===== src/rtl/act_sched_pkg.sv =====
// Shared types and defaults for the activation scheduler.
// The state enum, the default array geometry and a saturating stall-counter helper.
package act_sched_pkg;

    localparam int NUM_CH_DEF      = 32;
    localparam int TIMER_WIDTH_DEF = 5;

    typedef enum logic [2:0] {
        IDLE  = 3'd0,
        CLEAR = 3'd1,
        REQ   = 3'd2,
        WAIT  = 3'd3,
        FIRE  = 3'd4,
        READ  = 3'd5,
        DONE  = 3'd6
    } state_e;

    function automatic logic [15:0] sat_inc16(input logic [15:0] v);
        return (v == 16'hFFFF) ? v : v + 16'd1;
    endfunction

endpackage


===== src/rtl/act_readout_mux.sv =====
// NUM_CH-to-1 select of the flattened spike-count bus.
// Purely combinational; channel i occupies bits [i*TIMER_WIDTH +: TIMER_WIDTH].
module act_readout_mux
    import act_sched_pkg::*;
#(
    parameter int NUM_CH      = NUM_CH_DEF,
    parameter int TIMER_WIDTH = TIMER_WIDTH_DEF,
    parameter int CH_W        = $clog2(NUM_CH)
) (
    input  logic [NUM_CH*TIMER_WIDTH-1:0] spike_counts,
    input  logic [CH_W-1:0]               sel,
    output logic [TIMER_WIDTH-1:0]        data
);

    // Loop form keeps out-of-range selects (non power-of-two NUM_CH) at zero.
    always_comb begin
        data = '0;
        for (int i = 0; i < NUM_CH; i++) begin
            if (int'(sel) == i) begin
                data = spike_counts[i*TIMER_WIDTH +: TIMER_WIDTH];
            end
        end
    end

endmodule


===== src/rtl/activation_scheduler.sv =====
// Sequences timestep requests, activation strobes and per-channel readout for an SNN array.
// Optional stall counter output enabled by defining ACT_SCHED_STALL_CNT_EN.
module activation_scheduler
    import act_sched_pkg::*;
#(
    parameter int NUM_CH      = NUM_CH_DEF,
    parameter int TIMER_WIDTH = TIMER_WIDTH_DEF,
    parameter int CH_W        = $clog2(NUM_CH)
) (
    input  logic                          clk,
    input  logic                          rst,
    input  logic                          start,
    input  logic [TIMER_WIDTH-1:0]        num_steps,
    output logic                          psum_req,
    input  logic                          psum_ack,
    output logic                          act_en,
    output logic                          act_clr,
    input  logic [NUM_CH*TIMER_WIDTH-1:0] spike_counts,
    output logic                          rd_valid,
    input  logic                          rd_ready,
    output logic [CH_W-1:0]               rd_ch,
    output logic [TIMER_WIDTH-1:0]        rd_data,
    output logic [TIMER_WIDTH-1:0]        step_idx,
    output logic                          busy,
    output logic                          done
`ifdef ACT_SCHED_STALL_CNT_EN
    ,
    output logic [15:0]                   stall_cycles
`endif
);

    state_e                 state_q, state_d;
    logic [TIMER_WIDTH-1:0] steps_q, steps_d;
    logic [TIMER_WIDTH-1:0] step_idx_q, step_idx_d;
    logic [CH_W-1:0]        rd_ch_q, rd_ch_d;
    logic                   psum_req_q, psum_req_d;
    logic                   act_en_q, act_en_d;
    logic                   act_clr_q, act_clr_d;
    logic                   rd_valid_q, rd_valid_d;
    logic                   busy_q, busy_d;
    logic                   done_q, done_d;
    logic [TIMER_WIDTH-1:0] sel_data;

    always_comb begin
        state_d    = state_q;
        steps_d    = steps_q;
        step_idx_d = step_idx_q;
        rd_ch_d    = rd_ch_q;
        case (state_q)
            IDLE: begin
                if (start && (num_steps != '0)) begin
                    state_d = CLEAR;
                    steps_d = num_steps;
                end
            end
            CLEAR: begin
                step_idx_d = '0;
                state_d    = REQ;
            end
            REQ:  state_d = WAIT;
            WAIT: begin
                if (psum_ack) state_d = FIRE;
            end
            FIRE: begin
                if (step_idx_q == steps_q - TIMER_WIDTH'(1)) begin
                    state_d = READ;
                    rd_ch_d = '0;
                end else begin
                    step_idx_d = step_idx_q + TIMER_WIDTH'(1);
                    state_d    = REQ;
                end
            end
            READ: begin
                if (rd_ready) begin
                    if (rd_ch_q == CH_W'(NUM_CH - 1)) begin
                        state_d = DONE;
                        rd_ch_d = '0;
                    end else begin
                        rd_ch_d = rd_ch_q + CH_W'(1);
                    end
                end
            end
            DONE:    state_d = IDLE;
            default: state_d = IDLE;
        endcase

        // Outputs are decoded from the next state so they register alongside it.
        psum_req_d = (state_d == REQ) || (state_d == WAIT);
        act_en_d   = (state_d == FIRE);
        act_clr_d  = (state_d == CLEAR);
        rd_valid_d = (state_d == READ);
        busy_d     = (state_d != IDLE);
        done_d     = (state_d == DONE);
    end

    always_ff @(posedge clk) begin
        if (rst) begin
            state_q    <= IDLE;
            steps_q    <= '0;
            step_idx_q <= '0;
            rd_ch_q    <= '0;
            psum_req_q <= 1'b0;
            act_en_q   <= 1'b0;
            act_clr_q  <= 1'b0;
            rd_valid_q <= 1'b0;
            busy_q     <= 1'b0;
            done_q     <= 1'b0;
        end else begin
            state_q    <= state_d;
            steps_q    <= steps_d;
            step_idx_q <= step_idx_d;
            rd_ch_q    <= rd_ch_d;
            psum_req_q <= psum_req_d;
            act_en_q   <= act_en_d;
            act_clr_q  <= act_clr_d;
            rd_valid_q <= rd_valid_d;
            busy_q     <= busy_d;
            done_q     <= done_d;
        end
    end

    act_readout_mux #(
        .NUM_CH      (NUM_CH),
        .TIMER_WIDTH (TIMER_WIDTH),
        .CH_W        (CH_W)
    ) u_mux (
        .spike_counts (spike_counts),
        .sel          (rd_ch_q),
        .data         (sel_data)
    );

    assign psum_req = psum_req_q;
    assign act_en   = act_en_q;
    assign act_clr  = act_clr_q;
    assign rd_valid = rd_valid_q;
    assign rd_ch    = rd_ch_q;
    assign rd_data  = rd_valid_q ? sel_data : '0;
    assign step_idx = step_idx_q;
    assign busy     = busy_q;
    assign done     = done_q;

`ifdef ACT_SCHED_STALL_CNT_EN
    logic [15:0] stall_q, stall_d;

    always_comb begin
        stall_d = stall_q;
        if (state_q == CLEAR) begin
            stall_d = '0;
        end else if ((state_q == WAIT) && !psum_ack) begin
            stall_d = sat_inc16(stall_q);
        end
    end

    always_ff @(posedge clk) begin
        if (rst) stall_q <= '0;
        else     stall_q <= stall_d;
    end

    assign stall_cycles = stall_q;
`endif

endmodule


===== config.mk =====
export PLATFORM = sky130hd
export DESIGN_NAME = activation_scheduler
export DESIGN_NICKNAME = d
export VERILOG_FILES = /design/src/rtl/act_sched_pkg.sv /design/src/rtl/act_readout_mux.sv /design/src/rtl/activation_scheduler.sv
export SDC_FILE = /design/constraint.sdc
export NUM_CORES = 1
export LEC_CHECK = 0
export ABC_AREA = 1
export CAP_MARGIN = 20
export CELL_PAD_IN_SITES_DETAIL_PLACEMENT = 0
export CELL_PAD_IN_SITES_GLOBAL_PLACEMENT = 1
export CORE_MARGIN = 2
export CORE_UTILIZATION = 23
export CTS_BUF_LIST = sky130_fd_sc_hd__clkbuf_4
export DETAILED_ROUTE_END_ITERATION = 12
export PLACE_DENSITY = 0.89
export SYNTH_ARGS = -nofsm -noshare
export SYNTH_HDL_FRONTEND = slang
export SYNTH_HIERARCHICAL = 1
export SYNTH_SLANG_ARGS = --single-unit

===== constraint.sdc =====
create_clock -name clk -period 3.23 [get_ports clk]
set_input_delay 0.4845 -clock clk [delete_from_list [all_inputs] [get_ports clk]]
set_output_delay 0.4845 -clock clk [all_outputs]
set_load 0.1 [all_outputs]

# Yosys cells after proc, flatten, opt, wreduce, memory -nomap -nowiden
# Index checks and enable logic that the tools add are counted.
[word_totals]
reg_bits = 24
out_inout_bits = 21
elab_cells = 116
[op_classes]
addsub = 3
n_eq_ne = 47
mux = 45
reduce_logical = 11
[ops]
columns = ["operator", "n"]
rows = [
  ["$mux 5", 37],
  ["$eq 5x5->1 const B", 17],
  ["$eq 5x4->1 const B", 8],
  ["$eq 5x3->1 const B", 4],
  ["$pmux 5 s2", 2],
  ["$pmux 3 s6", 1],
  ["$eq 3x3->1 const B", 5],
  ["$mux 3", 5],
  ["$eq 3x2->1 const B", 4],
  ["$add 5x1->5 const B", 2],
  ["$eq 5x2->1 const B", 2],
  ["$eq 3x1->1 const B", 2],
  ["$ne 2x2->1 const B", 3],
  ["$eq 5x1->1 const B", 1],
  ["$eq 5x5->1", 1],
  ["$logic_not 5->1", 1],
  ["$reduce_bool 5->1", 1],
  ["$sub 5x1->5 const B", 1],
  ["$reduce_and 2->1", 2],
  ["$reduce_bool 2->1", 2],
  ["$logic_not 3->1", 1],
  ["$reduce_and 3->1", 1],
  ["$reduce_bool 3->1", 1],
  ["$logic_and 1x1->1", 1],
  ["$logic_or 1x1->1", 1],
]

# Depth between registers and ports, before layout
[depth]
depth_word = 34
ltp_mapped = 25
ltp_nobuf = 25

# By module
# Netlist, hierarchy kept.
[modules_own_cells]
columns = ["mod", "n_inst", "cells_each", "area_each_um2"]
rows = [
  ["act_readout_mux", 1, 394, 1755.4],
  ["activation_scheduler", 1, 192, 1293.7],
]

# Worst setup path before layout
# OpenSTA, ideal clock, no wires.
[synth_timing]
path_type = "flip-flop to output port"
from = "register rd_ch_q[0], in the netlist rd_ch[0]"
to = "output rd_data[2]"
arrival_ns = 3.400
slack_ns = -0.654
stages_incl_launch_ff = 25
path_buffers = 0
path_cell_list = "dfxtp_1 -> nand2_1 -> inv_2 -> nand2_1 -> nor2_1 -> nand2_1 -> nand4_1 -> nand2_1 -> nand3_1 -> nand2_1 -> nand4_1 -> nand2_1 -> nand4_1 -> nand2_1 -> nand3_1 -> nand2_1 -> nand3_1 -> nand2_1 -> nand3_1 -> nand2_1 -> nand3_1 -> nand2_1 -> nand3_1 -> nand2_1 -> inv_1"
[synth_via]
elab_chain_cells = 34
[synth_rtl]
columns = ["element", "line", "rtl"]
rows = [
  ["start: declaration", "activation_scheduler.sv:35", "logic [CH_W-1:0] rd_ch_q, rd_ch_d;"],
  ["start signal: assignment", "activation_scheduler.sv:112", "rd_ch_q <= rd_ch_d;"],
  ["$logic_not 5->1", "act_readout_mux.sv:19", "if (int'(sel) == i) begin"],
  ["$mux 5 (31 in a row)", "act_readout_mux.sv:19", ""],
  ["$mux 5 (*)", "act_readout_mux.sv:19", ""],
  ["net sel_data[2]", "activation_scheduler.sv:42", "logic [TIMER_WIDTH-1:0] sel_data;"],
  ["$mux 5 (*)", "activation_scheduler.sv:137", "assign rd_data = rd_valid_q ? sel_data : '0;"],
  ["end: declaration", "activation_scheduler.sv:22", "output logic [TIMER_WIDTH-1:0] rd_data,"],
]
# Mark *: on every way through the listed nets, which the timed path passes. The rest lies on a longest branch.

# Worst setup path in the final report
[layout_timing]
from = "register rd_ch_q[1], in the netlist rd_ch[1]"
to = "output rd_data[4]"
# Same word-level chain as after synthesis.

==> impl_metrics.ini <==
[outcome]
outcome = complete, but fails checks
failed_checks = setup timing

[grt]
grtUsageTotal_pct = 17.85
grt_max_degree = 19
overflow = 0
grt_antenna_before_repair = 0
grt_pass1_vias = 4145
global_route_wire_length_before_repair_mm = 20.88

[final_layout]
insertedDiodeCount = 0
post-route-cell-area_um2 = 5567
areaGrowthSynthToFinish_pct = 82.56
post_route_cells_drive_above_1_share_pct = 16.60
finish.net_count = 982

[synth]
synth_cells = 586
yosysWarnings = 6
number_of_enable_flip_flop_cells_after_synthesis = 0
ys_top_cells_by_count = 216 x nand2_1, 87 x inv_1, 55 x nor2_1, 41 x nand3_1, 37 x nand4_1
synthesized_cell_area_um2 = 3049
leading_cell_type_by_number_of_instances_after_synthesis = nand2_1
asyncSetResetFlopFracSynth_pct = 0
syn_avg_cell_area_um2 = 5.203
netlist-cell-type-count = 34
postSynthRegisterBits = 24
synth_largest_type_area_fraction_pct = 26.59
synth_flop_cell = dfxtp_1
share_of_synthesized_area_occupied_by_flip_flops_and_latches_pct = 15.76
yosysTopAreaCell = nand2_1
post_synth_main_area_contributors = nand2_1 27%, dfxtp_1 16%, inv_1 11%
synth_fp_nets = 760

[sta]
rsz0062_at_grt = true
report.final.setup_viol = 5
timing.fmax_ghz = 0.2934
maxSlewHeadroom_pct = 34.68
timing_worst_slew_pin_value_ns = 0.9767
postLayoutSetupSlackWorst_ns = -0.1778
setup_skew_after_layout_ns = 0.006888
min_period_over_period_pct = 105.5
slew_viol_final = 0
final-hold-violation-count = 0
final_period_minus_worst_setup_slack_ns = 3.408

[clocking]
numCtsBuffers = 3
clock_tree_from_tritoncts = yes
hold_buffers = 0
cts_max_path_buffers = 2
cts.root.buffer_cell = clkbuf_4
clock_sinks = 24
cts_max_level = 1
clk_pin_slew_worst_paths_ns = 0.14
clkLatencyLatePin_ns = 0.32

[power]
worst_ir_drop_vdd_v = 0.0003296
power.density_nw_per_um2 = 169.8
power_leakage_nw = 2.430

[placement]
detailedPlacementHpwl_mm = 10.72
gp_congestion = 0.8427
buffers_on_ports = 190
dpl_cell_area_um2 = 5355
dp_slack_ns = -0.1168

[flow_run]
max_cap_violations = 0

[drt]
route.detailed.wl_per_inst_um = 13.21
ant_nets = 0
drcViolationCount = 0
via_count = 4348
vias_per_cell = 4.423
drt_iter0_markers = 198
route.final.wire_length_mm = 12.99
detail_route.first_pass.iterations = 5

[die]
core_um2 = 13090
chipHeight_um = 119.1
std_cell_rows = 42
die_width_um = 119.1
design.portCount = 191
floorplan.die_area_um2 = 14190
floorplan.initialDensity_pct = 23.30

[worst_setup_path]
cp_max_fo = 6
critical_path_required_ns = 2.75
timing_worst_setup_path_type = register to primary output
critical_path_end_type = primary output
timing.critical_path.arrival_ns = 2.92
critical_path.startpoint_type = register

[min_path]
min_path_type = register to register
## metrics by stage
| stage | TNS (ns) | utilization (%) | std cells | total power, mW | hold WS [ns] |
|---|---|---|---|---|---|
| floorplan | 0 | - | 586 | 0.5435 | 0.4662 |
| global placement | -0.3575 | 40.93 | 967 | 0.8072 | 0.4916 |
| detailed placement | -0.3853 | 40.93 | 967 | 0.8069 | 0.5015 |
| CTS | -0.7317 | 42.29 | 982 | 0.9496 | 0.5205 |
| global route | -2.088 | 42.54 | 983 | 1.005 | 0.5449 |
| finish | -0.6106 | 42.54 | 983 | 0.9453 | 0.5191 |
## cells by family (layout without fill, tap and decap cells)
kind of cell               count (synthesis)  after routing  share of synthesized area (%)
and+or+nand+nor                          398            398                          59.29
AOI/OAI and AO/OA                         52             52                          8.863
adders and majority gates                  4              4                          1.641
DFF                                       24             24                          15.76
buffers and inverters                    105            326                          13.58
xor gates and xnor gates                   3              3                         0.8619
## per-layer routing
metal  wire (um)  vias up  track usage, %
li1            -     2304               -
met1        5957     1906           23.82
met2        6139      128           31.43
met3         775       10           2.347
met4         116        0           2.232
met5           0        -               0
## worst paths after layout
kind	end	cells after the start	slack [ns]	start
worst min register to register	steps_q[2]	2	0.52	steps_q[2]
worst max register to register	rd_ch[0]	7	1.35	rd_ch[0]
worst min-delay path	steps_q[2]	2	0.52	steps_q[2]
worst max-delay path	rd_data[4]	17	-0.18	rd_ch[1]
## power breakdown
| group | internal (mW) | switching, mW | total (mW) | leakage (nW) |
|---|---|---|---|---|
| clock network | 0.0453 | 0.0955 | 0.141 | 0.0154 |
| registers | 0.313 | 0.0164 | 0.329 | 0.200 |
| logic | 0.255 | 0.220 | 0.476 | 2.22 |
## registers in the layout, indices dropped and copies added, names as in the netlist
signal    cells
act_clr       1
act_en        1
done          1
state_q       3
psum_req      1
busy          1
rd_ch         5
rd_valid      1
steps_q       5
step_idx      5
## timing repair
action | CTS | global route
cloned | 0 | 0
setup endpoints to repair | 5 | 5
pin swaps | 17 | 8
resized for setup | 24 | 10
setup buffers | 11 | 1
## placed cells by master, fill, tap and decap left out, drive strengths merged
cell type | synthesis | routed
nand4 | 37 | 37
clkinvlp | 0 | 5
o21a | 1 | 1
clkdlybuf4s50 | 0 | 174
a211oi | 1 | 1
or2 | 14 | 14
dfxtp | 24 | 24
o21ai | 14 | 14
inv | 96 | 91
o22ai | 2 | 2
nor3 | 13 | 13
clkinv | 0 | 1
xor2 | 3 | 3
nand3 | 44 | 44
nor2 | 63 | 63
buf | 8 | 52
a31oi | 2 | 2
and3 | 1 | 1
a21oi | 32 | 32
clkbuf | 1 | 3
ha | 4 | 4
or4 | 1 | 1
nand2 | 224 | 224
nor3b | 1 | 1
## layout make-up
| cell class | count | area (um2) |
|---|---|---|
| sequential | 24 | 499.2 |
| fill | 1401 | 7518 |
| tap | 176 | 220.2 |
| clock inverter | 1 | 3.754 |
| inverter | 96 | 381.6 |
| multi-input combinational | 457 | 2230 |
| timing repair buffer | 226 | 2210 |
| clock buffer | 3 | 22.52 |
## worst max-delay path: stages, from the launching register on
cell and delay, ns:
dfxtp_4 0.39, buf_4 0.14, nor2_4 0.19, buf_4 0.14, buf_4 0.10, nand2_1 0.05
nor2_1 0.27, inv_1 0.15, or2_2 0.29, nand2_1 0.08, nand3_1 0.06, nand2_1 0.08
nand4_1 0.10, nand2_1 0.10, nand4_1 0.10, nand2_2 0.10, clkinvlp_4 0.09, buf_12 0.17
Note: power is estimated with default switching activity, not from simulation.
